## src/rtl/control_cmd_router.sv

```systemverilog
// rtl/control_cmd_router.sv - opcode decoder and byte router for control_cmd_* subcommand engines
//
// The first received byte of a command is matched against OPCODES; the lowest
// matching index becomes the selected subcommand. Every later byte goes out on
// the shared sub_data bus with a one-cycle sub_enable bit for that subcommand.
// The router returns to opcode hunting when the selected subcommand pulses done.
//
// Optional feature macro: CONTROL_CMD_ROUTER_TIMEOUT_EN
//   When it is defined, an idle watchdog aborts a ROUTE that sits silent for
//   TIMEOUT_CYCLES clocks. When it is undefined, sub_abort and err_timeout are
//   tied to 0.
//
// Ports:
//   clk          in   system clock, single domain
//   reset        in   synchronous, active-high; dominates all other inputs
//   data_in      in   [7:0] received byte, valid with data_valid
//   data_valid   in   one-cycle strobe per byte
//   sub_done     in   [NUM_CMDS-1:0] per-subcommand done pulse
//   sub_data     out  [7:0] registered byte to the subcommands (holds between bytes)
//   sub_enable   out  [NUM_CMDS-1:0] one-hot enable pulse for the selected subcommand
//   sub_abort    out  [NUM_CMDS-1:0] one-hot abort pulse on timeout
//   active_cmd   out  [AW-1:0] selected subcommand index, valid while busy
//   busy         out  1 while routing payload (ROUTE)
//   err_unknown  out  one-cycle pulse: opcode matched no entry
//   err_timeout  out  one-cycle pulse: watchdog abort

module control_cmd_router #(
    parameter int         NUM_CMDS                 = 4,
    parameter logic [7:0] OPCODES [NUM_CMDS]       = '{8'h52, 8'h57, 8'h43, 8'h42},
    parameter int         TIMEOUT_CYCLES           = 65536,
    localparam int        AW                       = (NUM_CMDS > 1) ? $clog2(NUM_CMDS) : 1
) (
    input  logic                clk,
    input  logic                reset,
    input  logic [7:0]          data_in,
    input  logic                data_valid,
    input  logic [NUM_CMDS-1:0] sub_done,
    output logic [7:0]          sub_data,
    output logic [NUM_CMDS-1:0] sub_enable,
    output logic [NUM_CMDS-1:0] sub_abort,
    output logic [AW-1:0]       active_cmd,
    output logic                busy,
    output logic                err_unknown,
    output logic                err_timeout
);

    localparam logic [0:0] ST_IDLE  = 1'b0;
    localparam logic [0:0] ST_ROUTE = 1'b1;

    // The watchdog counter is 17 bits wide, so the limit must fit in it.
    generate
        if (NUM_CMDS < 1 || NUM_CMDS > 8 || TIMEOUT_CYCLES < 2 || TIMEOUT_CYCLES > 131072) begin : g_param_check
            $error("control_cmd_router: parameter out of range");
        end
    endgenerate

    logic [0:0]          state;
    logic                hit;
    logic [AW-1:0]       hit_idx;
    logic                done_sel;
    logic [NUM_CMDS-1:0] sel_onehot;

    // Scan from the top down so the lowest matching index is the one left standing.
    always_comb begin
        hit     = 1'b0;
        hit_idx = '0;
        for (int i = NUM_CMDS - 1; i >= 0; i--) begin
            if (data_in == OPCODES[i]) begin
                hit     = 1'b1;
                hit_idx = AW'(i);
            end
        end
    end

    // Only the selected engine's done is honoured; the others are ignored.
    assign done_sel   = sub_done[active_cmd];
    assign sel_onehot = NUM_CMDS'(1) << active_cmd;
    assign busy       = (state == ST_ROUTE);

`ifdef CONTROL_CMD_ROUTER_TIMEOUT_EN
    localparam logic [16:0] TIMEOUT_LAST = 17'(TIMEOUT_CYCLES - 1);

    logic [16:0] to_cnt;
    logic        timeout_hit;

    // A byte arriving in the same cycle restarts the count, so it can never expire.
    assign timeout_hit = (state == ST_ROUTE) && !data_valid && (to_cnt == TIMEOUT_LAST);

    // Held at 0 outside ROUTE, which also gives the clear on entry.
    always_ff @(posedge clk) begin
        if (reset) begin
            to_cnt <= '0;
        end else if (state != ST_ROUTE || data_valid) begin
            to_cnt <= '0;
        end else begin
            to_cnt <= to_cnt + 17'd1;
        end
    end
`endif

    always_ff @(posedge clk) begin
        if (reset) begin
            state       <= ST_IDLE;
            sub_data    <= '0;
            sub_enable  <= '0;
            active_cmd  <= '0;
            err_unknown <= 1'b0;
`ifdef CONTROL_CMD_ROUTER_TIMEOUT_EN
            sub_abort   <= '0;
            err_timeout <= 1'b0;
`endif
        end else begin
            sub_enable  <= '0;
            err_unknown <= 1'b0;
`ifdef CONTROL_CMD_ROUTER_TIMEOUT_EN
            sub_abort   <= '0;
            err_timeout <= 1'b0;
`endif
            case (state)
                ST_IDLE: begin
                    // The opcode byte selects an engine but is never forwarded.
                    if (data_valid) begin
                        if (hit) begin
                            active_cmd <= hit_idx;
                            state      <= ST_ROUTE;
                        end else begin
                            err_unknown <= 1'b1;
                        end
                    end
                end
                ST_ROUTE: begin
                    // A byte arriving together with done still belongs to the
                    // current command; the engine owns its own framing.
                    if (data_valid) begin
                        sub_data   <= data_in;
                        sub_enable <= sel_onehot;
                    end
                    if (done_sel) begin
                        state <= ST_IDLE;
                    end
`ifdef CONTROL_CMD_ROUTER_TIMEOUT_EN
                    else if (timeout_hit) begin
                        sub_abort   <= sel_onehot;
                        err_timeout <= 1'b1;
                        state       <= ST_IDLE;
                    end
`endif
                end
                default: begin
                    state <= ST_IDLE;
                end
            endcase
        end
    end

`ifndef CONTROL_CMD_ROUTER_TIMEOUT_EN
    assign sub_abort   = '0;
    assign err_timeout = 1'b0;
`endif

endmodule
```

## config.mk

```make
export PLATFORM = sky130hd
export DESIGN_NAME = control_cmd_router
export DESIGN_NICKNAME = d
export VERILOG_FILES = /design/src/rtl/control_cmd_router.sv
export SDC_FILE = /design/constraint.sdc
export NUM_CORES = 1
export LEC_CHECK = 0
export BUFFER_PORTS_ARGS = -buffer_cell sky130_fd_sc_hd__buf_2
export CORE_MARGIN = 3
export CORE_UTILIZATION = 40
export CTS_CLUSTER_DIAMETER = 50
export DETAILED_ROUTE_END_ITERATION = 10
export GPL_TIMING_DRIVEN = 0
export PLACE_DENSITY = 0.82
export SYNTH_ARGS = -nofsm -noshare
export SYNTH_HDL_FRONTEND = slang
export SYNTH_SLANG_ARGS = --single-unit
```

## constraint.sdc

```tcl
create_clock -name clk -period 1.2 [get_ports clk]
set_input_delay 0.24 -clock clk [delete_from_list [all_inputs] [get_ports clk]]
set_output_delay 0.24 -clock clk [all_outputs]
set_load 0.01 [all_outputs]
```

==> results_tabular.tex, run 1 <==
\begin{tabular}{lr}
\hline
Metric & Value \\
\hline
\multicolumn{2}{l}{\textbf{Outcome}} \\
Result of the run & finished, violations left \\
Violated checks & setup timing \\
\multicolumn{2}{l}{\textbf{CTS}} \\
CTS H-Tree Depth & 1 \\
Sink Count & 16 \\
Number of hold buffers added after cts & 0 \\
Clock buffer count from CTS & 3 \\
Clock-pin transition on the worst setup and hold timing paths & 0.09 ns \\
CTS root buf & clkbuf\_4 \\
Clock tree from TritonCTS & built \\
Max Root-Sink Buffers & 2 \\
Clk\_lat worst skew & 0.28 ns \\
\multicolumn{2}{l}{\textbf{Floorplanning}} \\
FP Rows & 15 \\
Top Ports & 36 \\
Core area & 1780 sq um \\
Vert. Die Dim & 49.9 microns \\
Initial Util & 0.433 \\
Die width & 49.9 microns \\
Die footprint & 2490 sq um \\
\multicolumn{2}{l}{\textbf{STA}} \\
Clock period minus final worst setup slack & 1.25 ns \\
Final period util & 1.04 \\
Worst path setup slack after routing & -0.0495 ns \\
Maximum achievable frequency & 800 MHz \\
Setup skew after layout & 0.00283 ns \\
Setup TNS & -0.0521 ns \\
Finish-stage setup viols & 2 \\
Final Max Slew Viols & 0 \\
Unrepaired setup endpoints after global routing & true \\
Total count of hold-check failures in the final report & 0 \\
\multicolumn{2}{l}{\textbf{Setup path}} \\
Worst setup path category & flip-flop to flip-flop \\
Combined buffer and inverter count along the critical path & 1 \\
Critical Path End Type & flip-flop \\
Highest cell delay on the worst timing path & 0.48 ns \\
CP Cell Sequence & buf\_6, mux4\_2, nand2b\_4, a21oi\_2 \\
Crit-path leading delay family & multiplexers \\
Signal arrival time at the worst endpoint & 1.46 ns \\
Setup crit start kind & flip-flop \\
Launching point of the worst reg2reg path & active\_cmd[0] \\
Crit path from & active\_cmd[0] \\
Slowest library cell on the worst path & mux4\_2 \\
Maximum fanout along the worst path & 2 \\
Required time of the worst setup path & 1.42 ns \\
\multicolumn{2}{l}{\textbf{Route}} \\
Routed Wire Length & 1740 microns \\
Post-DRT Antenna Nets & 0 \\
Number of optimization iterations in the first detailed-route pass & 4 \\
Count of routing violations after the opening detailed-route iteration & 9 \\
Drt via density & 4.88 \\
Via total after detailed routing & 707 \\
Residual DRC count & 0 \\
Mean routed wirelength per cell & 12.0 microns \\
\multicolumn{2}{l}{\textbf{Placement}} \\
Dpl cell area & 955 sq um \\
Port bufs & 27 \\
Worst setup slack after placement & -0.0613 ns \\
Routability-driven placement congestion ratio & 0.749 \\
DP Wirelength & 1350 microns \\
\multicolumn{2}{l}{\textbf{Global route}} \\
Layer with the highest usage after global routing & met2 \\
GRT overflow & 0 \\
Wire length of the first global-routing pass & 2880 microns \\
Overall fraction of global-route tracks in use & 0.149 \\
Met3 Track Usage GR & 0.0363 \\
Number of antenna violations at the first check in global routing & 0 \\
Number of global-route vias before repair & 653 \\
Global-route track usage on met2 & 0.242 \\
Met1 track utilization from global routing & 0.187 \\
Pin count of the biggest net entering global routing & 11 \\
\multicolumn{2}{l}{\textbf{Finish}} \\
End-of-flow core utilization & 0.557 \\
Synthesis-to-layout area growth & 28.7\% \\
FF+latch area & 323 sq um \\
Layout fillers & 166 \\
Count of antenna diodes in the layout & 0 \\
Fraction of final layout cells sized beyond drive strength 1 & 0.400 \\
Total area of multi-input combinational cells & 378 sq um \\
Nets & 137 \\
Post-route design area & 993 sq um \\
\multicolumn{2}{l}{\textbf{Logic synthesis}} \\
Number of warnings printed during yosys synthesis & 0 \\
Most area-consuming cells after synthesis & dfxtp\_1 (41\%), a21oi\_1 (5.2\%), nand3\_1 (5.2\%) \\
Synth cell types & 33 \\
Post-Syn Area per Cell & 9.19 sq um \\
Number of storage elements in the synthesis netlist & 16 \\
Biggest area consumer among synthesized cells & dfxtp\_1 \\
Cell count after synthesis & 84 \\
Fraction of post-synthesis cell area in the top cell type by area & 0.415 \\
Netlist area before placement & 772 sq um \\
Sequential element share of the synthesized area & 0.415 \\
\multicolumn{2}{l}{\textbf{Power and ir drop}} \\
Total power per unit cell area & 917 nW/um\^{}2 \\
Highest ir drop seen on vdd & 0.532 mV \\
Static leakage & 0.457 nW \\
\multicolumn{2}{l}{\textbf{Job}} \\
Reported max-cap violation count & 0 \\
\multicolumn{2}{l}{\textbf{Worst hold path}} \\
Path category of the worst min-delay check & primary input to flip-flop \\
Hold Path Origin & data\_in[1] \\
\hline
\end{tabular}
[cells in the final DEF, fill, tap and decap left out, drive strengths merged, types with 2 or more instances in the layout]
cell type and count:
a21oi 9, buf 37, clkbuf 8, conb 5, dfxtp 16, inv 2
nand2 10, nand2b 2, nand3 8, nand4 3, nor4b 3, nor4bb 2
[sequential cells by signal, indices dropped and copies added, names as in the netlist]
name / count
sub_enable: 4
err_unknown: 1
busy: 1
sub_data: 8
active_cmd: 2
[report_power, final]
| group | internal, mW | switching, mW | total [mW] |
|---|---|---|---|
| combinational | 0.0497 | 0.0588 | 0.109 |
| sequential | 0.533 | 0.00135 | 0.535 |
| clock | 0.116 | 0.152 | 0.268 |
| total | 0.699 | 0.212 | 0.911 |
[worst register-to-register path, stage by stage (launching register included)]
cell and delay, ns:
dfxtp_2 0.35, buf_6 0.10, mux4_2 0.49, nand2b_4 0.15, a21oi_2 0.10
[what timing repair did]
| action | CTS | global route |
|---|---|---|
| resized for setup | 0 | 1 |
| pin swaps | 0 | 0 |
| buffers inserted | 2 | 0 |
| endpoints found under the setup margin | 1 | 3 |
[path summary, 6_finish.rpt]
check / slack (ns) / to / cells past startpoint
max: -0.05 / busy / 4
min: 0.21 / sub_data[1] / 3
max reg2reg: -0.05 / busy / 4
min reg2reg: 0.46 / sub_data[1] / 2
[Yosys cell counts (all sizes together)]
cell type and n:
a21o 1, nor4b 3, and3 1, a21bo 1, mux4 1, nand3 8
and2b 1, nor4 1, nand2 10, inv 2, conb 1, dfxtp 16
nor4bb 2, nand4 3, buf 8, o2111a 1, a21oi 9, nand2b 2
xor2 1, and3b 1, o32ai 1, or2 1, a221oi 1, nand3b 1
nor2 1, clkbuf 5, a32oi 1
[layout make-up]
class,instances,area share
multi-input combinational,57,0.380
sequential,16,0.325
timing repair buffer,29,0.151
buffer,13,0.0819
tap,25,0.0315
clock buffer,3,0.0227
inverter,2,0.00756
[kinds of logic after synthesis]
kind of cell | share of synthesized area
XOR/XNOR | 0.0113
flip-flops | 0.415
AO/OA/AOI/OAI | 0.135
buffers and inverters | 0.115
other | 0.00486
multiplexers | 0.0292
AND/OR/NAND/NOR | 0.290
[per-stage QoR]
stage          power, mW  instances  hold WS (ns)
2_1_floorplan      0.616         88         0.359
3_5_place_dp       0.655        140         0.443
6_report           0.911        145         0.213
3_3_place_gp       0.651        140         0.440
4_1_cts            0.918        145         0.211
5_1_grt            0.970        145         0.206
[layer usage]
layer	vias to the layer above	share of wire
met5	-	0
met4	0	0.0052
met3	2	0.088
met2	29	0.49
met1	314	0.42
li1	362	-
Note: power is estimated with default switching activity, not from simulation.
==> run 2, diff against run 1 <==
- PLACE_DENSITY: 0.82 -> 0.84
==> run 2 against run 1 <==
  * The flow now finishes without violations
  * Flip-flop and latch count stayed put
  * Setup slack improved by 0.082 ns
  * Clock power is 6% higher
  * Maximum frequency increased by 7.1%
  * Design area fell by 0.25%
  * Combinational power is essentially flat
  * Via count increased by 4.0%
  * Cell count is 0.69% lower
  * Critical path type unchanged
  * Critical endpoint unchanged
==> results_tabular.tex, run 2 (synthesis gave the netlist of run 1 again) <==
\begin{tabular}{lr}
\hline
Metric & Value \\
\hline
\multicolumn{2}{l}{\textbf{Outcome}} \\
Result of the run & finished, final reports clean \\
\multicolumn{2}{l}{\textbf{Route}} \\
Total routed wire length on the met1 layer & 710 microns \\
Count of routing violations after the opening detailed-route iteration & 7 \\
Residual DRC count & 0 \\
Post-DRT Antenna Nets & 0 \\
Via total after detailed routing & 735 \\
Number of optimization iterations in the first detailed-route pass & 4 \\
Routed Wire Length & 1660 microns \\
Drt via density & 5.10 \\
Mean routed wirelength per cell & 11.5 microns \\
WL met2 & 772 microns \\
Routed met3 length & 146 microns \\
Highest routed metal layer & met4 \\
\multicolumn{2}{l}{\textbf{CTS}} \\
CTS root buf & clkbuf\_4 \\
Clock tree from TritonCTS & built \\
CTS H-Tree Depth & 1 \\
Clock buffer count from CTS & 3 \\
Number of hold buffers added after cts & 0 \\
Clock-pin transition on the worst setup and hold timing paths & 0.09 ns \\
Clk\_lat worst skew & 0.28 ns \\
Max Root-Sink Buffers & 2 \\
Sink Count & 16 \\
\multicolumn{2}{l}{\textbf{Global route}} \\
GRT overflow & 0 \\
Pin count of the biggest net entering global routing & 11 \\
Number of global-route vias before repair & 567 \\
Overall fraction of global-route tracks in use & 0.129 \\
Number of antenna violations at the first check in global routing & 0 \\
Wire length of the first global-routing pass & 2450 microns \\
\multicolumn{2}{l}{\textbf{STA}} \\
Final period util & 0.973 \\
Setup skew after layout & 0.000952 ns \\
Final Max Slew Viols & 0 \\
Clock period minus final worst setup slack & 1.17 ns \\
Maximum achievable frequency & 857 MHz \\
Unrepaired setup endpoints after global routing & true \\
Total count of hold-check failures in the final report & 0 \\
Worst path setup slack after routing & 0.0328 ns \\
Finish-stage setup viols & 0 \\
\multicolumn{2}{l}{\textbf{Setup path}} \\
Reg-to-reg critical path endpoint & busy \\
Launching point of the worst reg2reg path & active\_cmd[0] \\
Setup crit start kind & flip-flop \\
Maximum fanout along the worst path & 3 \\
Combined buffer and inverter count along the critical path & 0 \\
Slowest library cell on the worst path & mux4\_2 \\
Required time of the worst setup path & 1.43 ns \\
R2r setup slk & 0.03 ns \\
Highest cell delay on the worst timing path & 0.49 ns \\
CP Cell Sequence & mux4\_2, nand2b\_4, a21oi\_2 \\
Crit-path leading delay family & multiplexers \\
Signal arrival time at the worst endpoint & 1.39 ns \\
Depth of the worst register-to-register path & 3 \\
Worst setup path category & flip-flop to flip-flop \\
Critical Path End Type & flip-flop \\
\multicolumn{2}{l}{\textbf{Finish}} \\
Nets & 136 \\
Commonest cells after routing, fill and taps aside & buf\_2 (29), dfxtp\_1 (14), nand2\_1 (10) \\
Count of antenna diodes in the layout & 0 \\
Post-route design area & 991 sq um \\
Synthesis-to-layout area growth & 28.4\% \\
Max reg flops & 8 \\
Top Registers & sub\_data (8), sub\_enable (4), active\_cmd (2) \\
Fraction of final layout cells sized beyond drive strength 1 & 0.403 \\
Register with the most flip-flops & sub\_data \\
Most common cell after layout, fill and taps aside & buf\_2 \\
\multicolumn{2}{l}{\textbf{Floorplanning}} \\
FP Rows & 15 \\
Vert. Die Dim & 49.9 microns \\
Core area & 1780 sq um \\
Die footprint & 2490 sq um \\
Initial Util & 0.433 \\
Top Ports & 36 \\
Die width & 49.9 microns \\
\multicolumn{2}{l}{\textbf{Placement}} \\
Routability-driven placement congestion ratio & 0.785 \\
DP Wirelength & 1190 microns \\
Dpl cell area & 955 sq um \\
Port bufs & 27 \\
Worst setup slack after placement & -0.0619 ns \\
\multicolumn{2}{l}{\textbf{Worst hold path}} \\
Terminating pin of the worst hold path & sub\_data[1] \\
Hold Path Origin & data\_in[1] \\
Path category of the worst min-delay check & primary input to flip-flop \\
Worst Hold Depth & 3 \\
\multicolumn{2}{l}{\textbf{Job}} \\
Reported max-cap violation count & 0 \\
\multicolumn{2}{l}{\textbf{Power and ir drop}} \\
Total power per unit cell area & 935 nW/um\^{}2 \\
Static leakage & 0.452 nW \\
Highest ir drop seen on vdd & 0.452 mV \\
\hline
\end{tabular}
## run 2: cell count changes in the layout (fill, tap and decap cells not counted), sizes merged
cell / change
buf: -1
## run 2: through the flow
step,std cells,hold WS [ns],utilization,power [mW],TNS [ns]
global route,144,0.230,0.556,0.959,-0.00975
CTS,145,0.198,0.556,0.936,-0.0290
detailed placement,140,0.445,0.535,0.653,-0.103
global placement,140,0.441,0.535,0.651,-0.0706
floorplan,88,0.359,-,0.616,-0.0342
finish,144,0.207,0.556,0.926,0
## run 2: area by class of cell
cell class	count	area (sq um)
fillers	173	792
multi-input cells	57	384
flip-flops and latches	16	325
repair buffers	29	150
plain buffers	12	70.1
well taps	25	31.3
clock buffers	3	22.5
inverters	2	7.51
## run 2: worst max path at each step
stage | start | to | slack (ns) | cells after the start
5_1_grt | active_cmd[0] | busy | -0.01 | 3
4_1_cts | active_cmd[0] | busy | -0.03 | 4
3_3_place_gp | data_in[7] | active_cmd[1] | -0.04 | 4
2_1_floorplan | active_cmd[0] | busy | -0.03 | 4
6_report | active_cmd[0] | busy | 0.03 | 3
3_5_place_dp | data_in[7] | active_cmd[1] | -0.06 | 4
## run 2: metal layers
layer / global-route usage / vias to the layer above
li1: - / 361
met1: 0.165 / 331
met4: 0.0829 / 0
met2: 0.189 / 39
met5: 0 / -
met3: 0.0332 / 4
## run 2: power breakdown
group	internal (mW)	total, mW	switching (mW)
clock network	0.117	0.283	0.166
logic	0.0503	0.111	0.0606
registers	0.531	0.533	0.00154
## run 2: tightest hold or removal path: stages
cell     delay, ns
buf_2         0.10
nand3_1       0.06
a21oi_1       0.05
## run 2: repair_timing
item                       in CTS  in global routing
setup buffers                   2                  0
setup endpoints to repair       1                  3
gates resized for setup         0                  3
==> run 3, diff against run 2 <==
- RECOVER_POWER: default -> 100
==> run 3 against run 2 <==
  * Cell count unchanged
  * Critical path depth unchanged
  * First-iteration DRC count increased by 14%
  * Flip-flop and latch count unchanged
  * Maximum frequency about the same
  * Utilization decreased by 1.5 points
  * Critical path type unchanged
==> results_tabular.tex, run 3 (synthesis gave the netlist of run 1 again) <==
\begin{tabular}{lr}
\hline
Metric & Value \\
\hline
\multicolumn{2}{l}{\textbf{Finish}} \\
Max reg flops & 8 \\
Register with the most flip-flops & sub\_data \\
Commonest cells after routing, fill and taps aside & clkbuf\_1 (18), buf\_2 (14), dfxtp\_1 (14) \\
Total area of multi-input combinational cells & 375 sq um \\
Top Registers & sub\_data (8), sub\_enable (4), active\_cmd (2) \\
Nets & 136 \\
Layout fillers & 182 \\
Most common cell after layout, fill and taps aside & clkbuf\_1 \\
Synthesis-to-layout area growth & 25.0\% \\
Fraction of final layout cells sized beyond drive strength 1 & 0.286 \\
FF+latch area & 325 sq um \\
Count of antenna diodes in the layout & 0 \\
End-of-flow core utilization & 0.541 \\
\multicolumn{2}{l}{\textbf{Setup path}} \\
Depth of the worst register-to-register path & 3 \\
Critical Path End Type & flip-flop \\
Worst setup path category & flip-flop to flip-flop \\
Required time of the worst setup path & 1.43 ns \\
Setup crit start kind & flip-flop \\
Maximum fanout along the worst path & 3 \\
Crit path from & active\_cmd[0] \\
R2r setup slk & 0.03 ns \\
Critical path destination & busy \\
Reg-to-reg critical path endpoint & busy \\
Signal arrival time at the worst endpoint & 1.39 ns \\
Launching point of the worst reg2reg path & active\_cmd[0] \\
\multicolumn{2}{l}{\textbf{STA}} \\
Final period util & 0.972 \\
Unrepaired setup endpoints after global routing & true \\
Setup TNS & 0 ns \\
Total count of hold-check failures in the final report & 0 \\
Max-slew headroom & 0.646 \\
Final Max Slew Viols & 0 \\
Tightest Pin Transition & 0.529 ns \\
Hold Slack & 0.205 ns \\
Finish-stage setup viols & 0 \\
Setup skew after layout & 0.00100 ns \\
Clock period minus final worst setup slack & 1.17 ns \\
Maximum achievable frequency & 857 MHz \\
\multicolumn{2}{l}{\textbf{Placement}} \\
Port bufs & 27 \\
DP Wirelength & 1190 microns \\
Routability-driven placement congestion ratio & 0.785 \\
\multicolumn{2}{l}{\textbf{CTS}} \\
Clock-pin transition on the worst setup and hold timing paths & 0.09 ns \\
CTS root buf & clkbuf\_4 \\
Clock buffer count from CTS & 3 \\
Sink Count & 16 \\
Clk\_lat worst skew & 0.29 ns \\
CTS H-Tree Depth & 1 \\
Clock tree from TritonCTS & built \\
Max Root-Sink Buffers & 2 \\
\multicolumn{2}{l}{\textbf{Power and ir drop}} \\
Static leakage & 0.387 nW \\
Internal Power & 696 uW \\
Power share of the clock group & 0.308 \\
Net switching share of the total power & 0.247 \\
Highest ir drop seen on vdd & 0.441 mV \\
Sw Pwr & 228 uW \\
Combinational fraction of design power & 0.116 \\
Register share of total power & 0.577 \\
Total power per unit cell area & 958 nW/um\^{}2 \\
\multicolumn{2}{l}{\textbf{Route}} \\
Mean routed wirelength per cell & 11.7 microns \\
Via total after detailed routing & 723 \\
Drt via density & 5.02 \\
Number of optimization iterations in the first detailed-route pass & 6 \\
Count of routing violations after the opening detailed-route iteration & 8 \\
Residual DRC count & 0 \\
Post-DRT Antenna Nets & 0 \\
Routed Wire Length & 1680 microns \\
\multicolumn{2}{l}{\textbf{Global route}} \\
Number of global-route vias before repair & 567 \\
Number of antenna violations at the first check in global routing & 0 \\
GRT overflow & 0 \\
Wire length of the first global-routing pass & 2450 microns \\
Pin count of the biggest net entering global routing & 11 \\
Overall fraction of global-route tracks in use & 0.129 \\
\multicolumn{2}{l}{\textbf{Floorplanning}} \\
Top Ports & 36 \\
Vert. Die Dim & 49.9 microns \\
Initial Util & 0.433 \\
FP Rows & 15 \\
Core area & 1780 sq um \\
Die footprint & 2490 sq um \\
Die width & 49.9 microns \\
\multicolumn{2}{l}{\textbf{Job}} \\
Reported max-cap violation count & 0 \\
\multicolumn{2}{l}{\textbf{Worst hold path}} \\
Path category of the worst min-delay check & primary input to flip-flop \\
\multicolumn{2}{l}{\textbf{Outcome}} \\
Result of the run & finished, final reports clean \\
\hline
\end{tabular}
[run 3: cell types whose count changed in the layout (fill, tap and decap cells not counted)]
cell | before | now
nor4b_2 | 0 | 1
nor4b_4 | 1 | 0
clkbuf_1 | 4 | 18
buf_2 | 29 | 14
clkbuf_2 | 0 | 1
[run 3: metrics by stage]
stage                     instance area, sq um  setup WS (ns)  cells  power (mW)
after floorplan                            788        -0.0342     88       0.616
after global placement                     955        -0.0417    140       0.651
after detailed placement                   955        -0.0619    140       0.653
after CTS                                  992        -0.0290    145       0.936
after global routing                       965       -0.00975    144       0.955
final                                      965         0.0333    144       0.924
[run 3: final cells by class]
cell class              instances  area share
repair buffers                 29       0.137
well taps                      25      0.0324
flip-flops and latches         16       0.337
multi-input cells              57       0.389
inverters                       2     0.00778
plain buffers                  12      0.0726
clock buffers                   3      0.0233
[run 3: what timing repair did]
item | in CTS | in global routing
buffers inserted | 2 | 0
gates resized for setup | 0 | 3
pin swaps | 0 | 0
hold endpoints to repair | 0 | 0
cloned | 0 | 0
setup endpoints to repair | 1 | 3
hold buffers | 0 | 0
[run 3: how the worst min path moves through the flow]
stage                           start       endpoint  slack, ns  depth (start not counted)
final                      data_in[1]    sub_data[1]       0.21                          3
after global routing       data_in[1]    sub_data[1]       0.23                          3
after CTS                  data_in[1]    sub_data[1]       0.20                          3
after detailed placement  sub_data[6]    sub_data[6]       0.44                          2
after global placement    sub_data[5]    sub_data[5]       0.44                          2
after floorplan            data_in[2]  active_cmd[1]       0.36                          1
[run 3: metal layers]
layer	wire, microns	vias to the layer above	global-route usage
met3	129	4	0.0332
li1	-	362	-
met1	752	325	0.165
met2	766	32	0.189
met5	0	-	0
met4	30	0	0.0829
[run 3: critical path: stages, from the launching register on]
cell and delay (ns):
dfxtp_4 0.37, mux4_2 0.49, nand2b_4 0.15, a21oi_2 0.09
[run 3: power by group through the flow]
stage          sequential [mW]  combinational [mW]  clock (mW)
3_3_place_gp             0.547               0.104           0
4_1_cts                  0.535               0.107       0.294
3_5_place_dp             0.547               0.106           0
6_report                 0.533               0.107       0.284
2_1_floorplan            0.549              0.0678           0
5_1_grt                  0.533               0.116       0.306
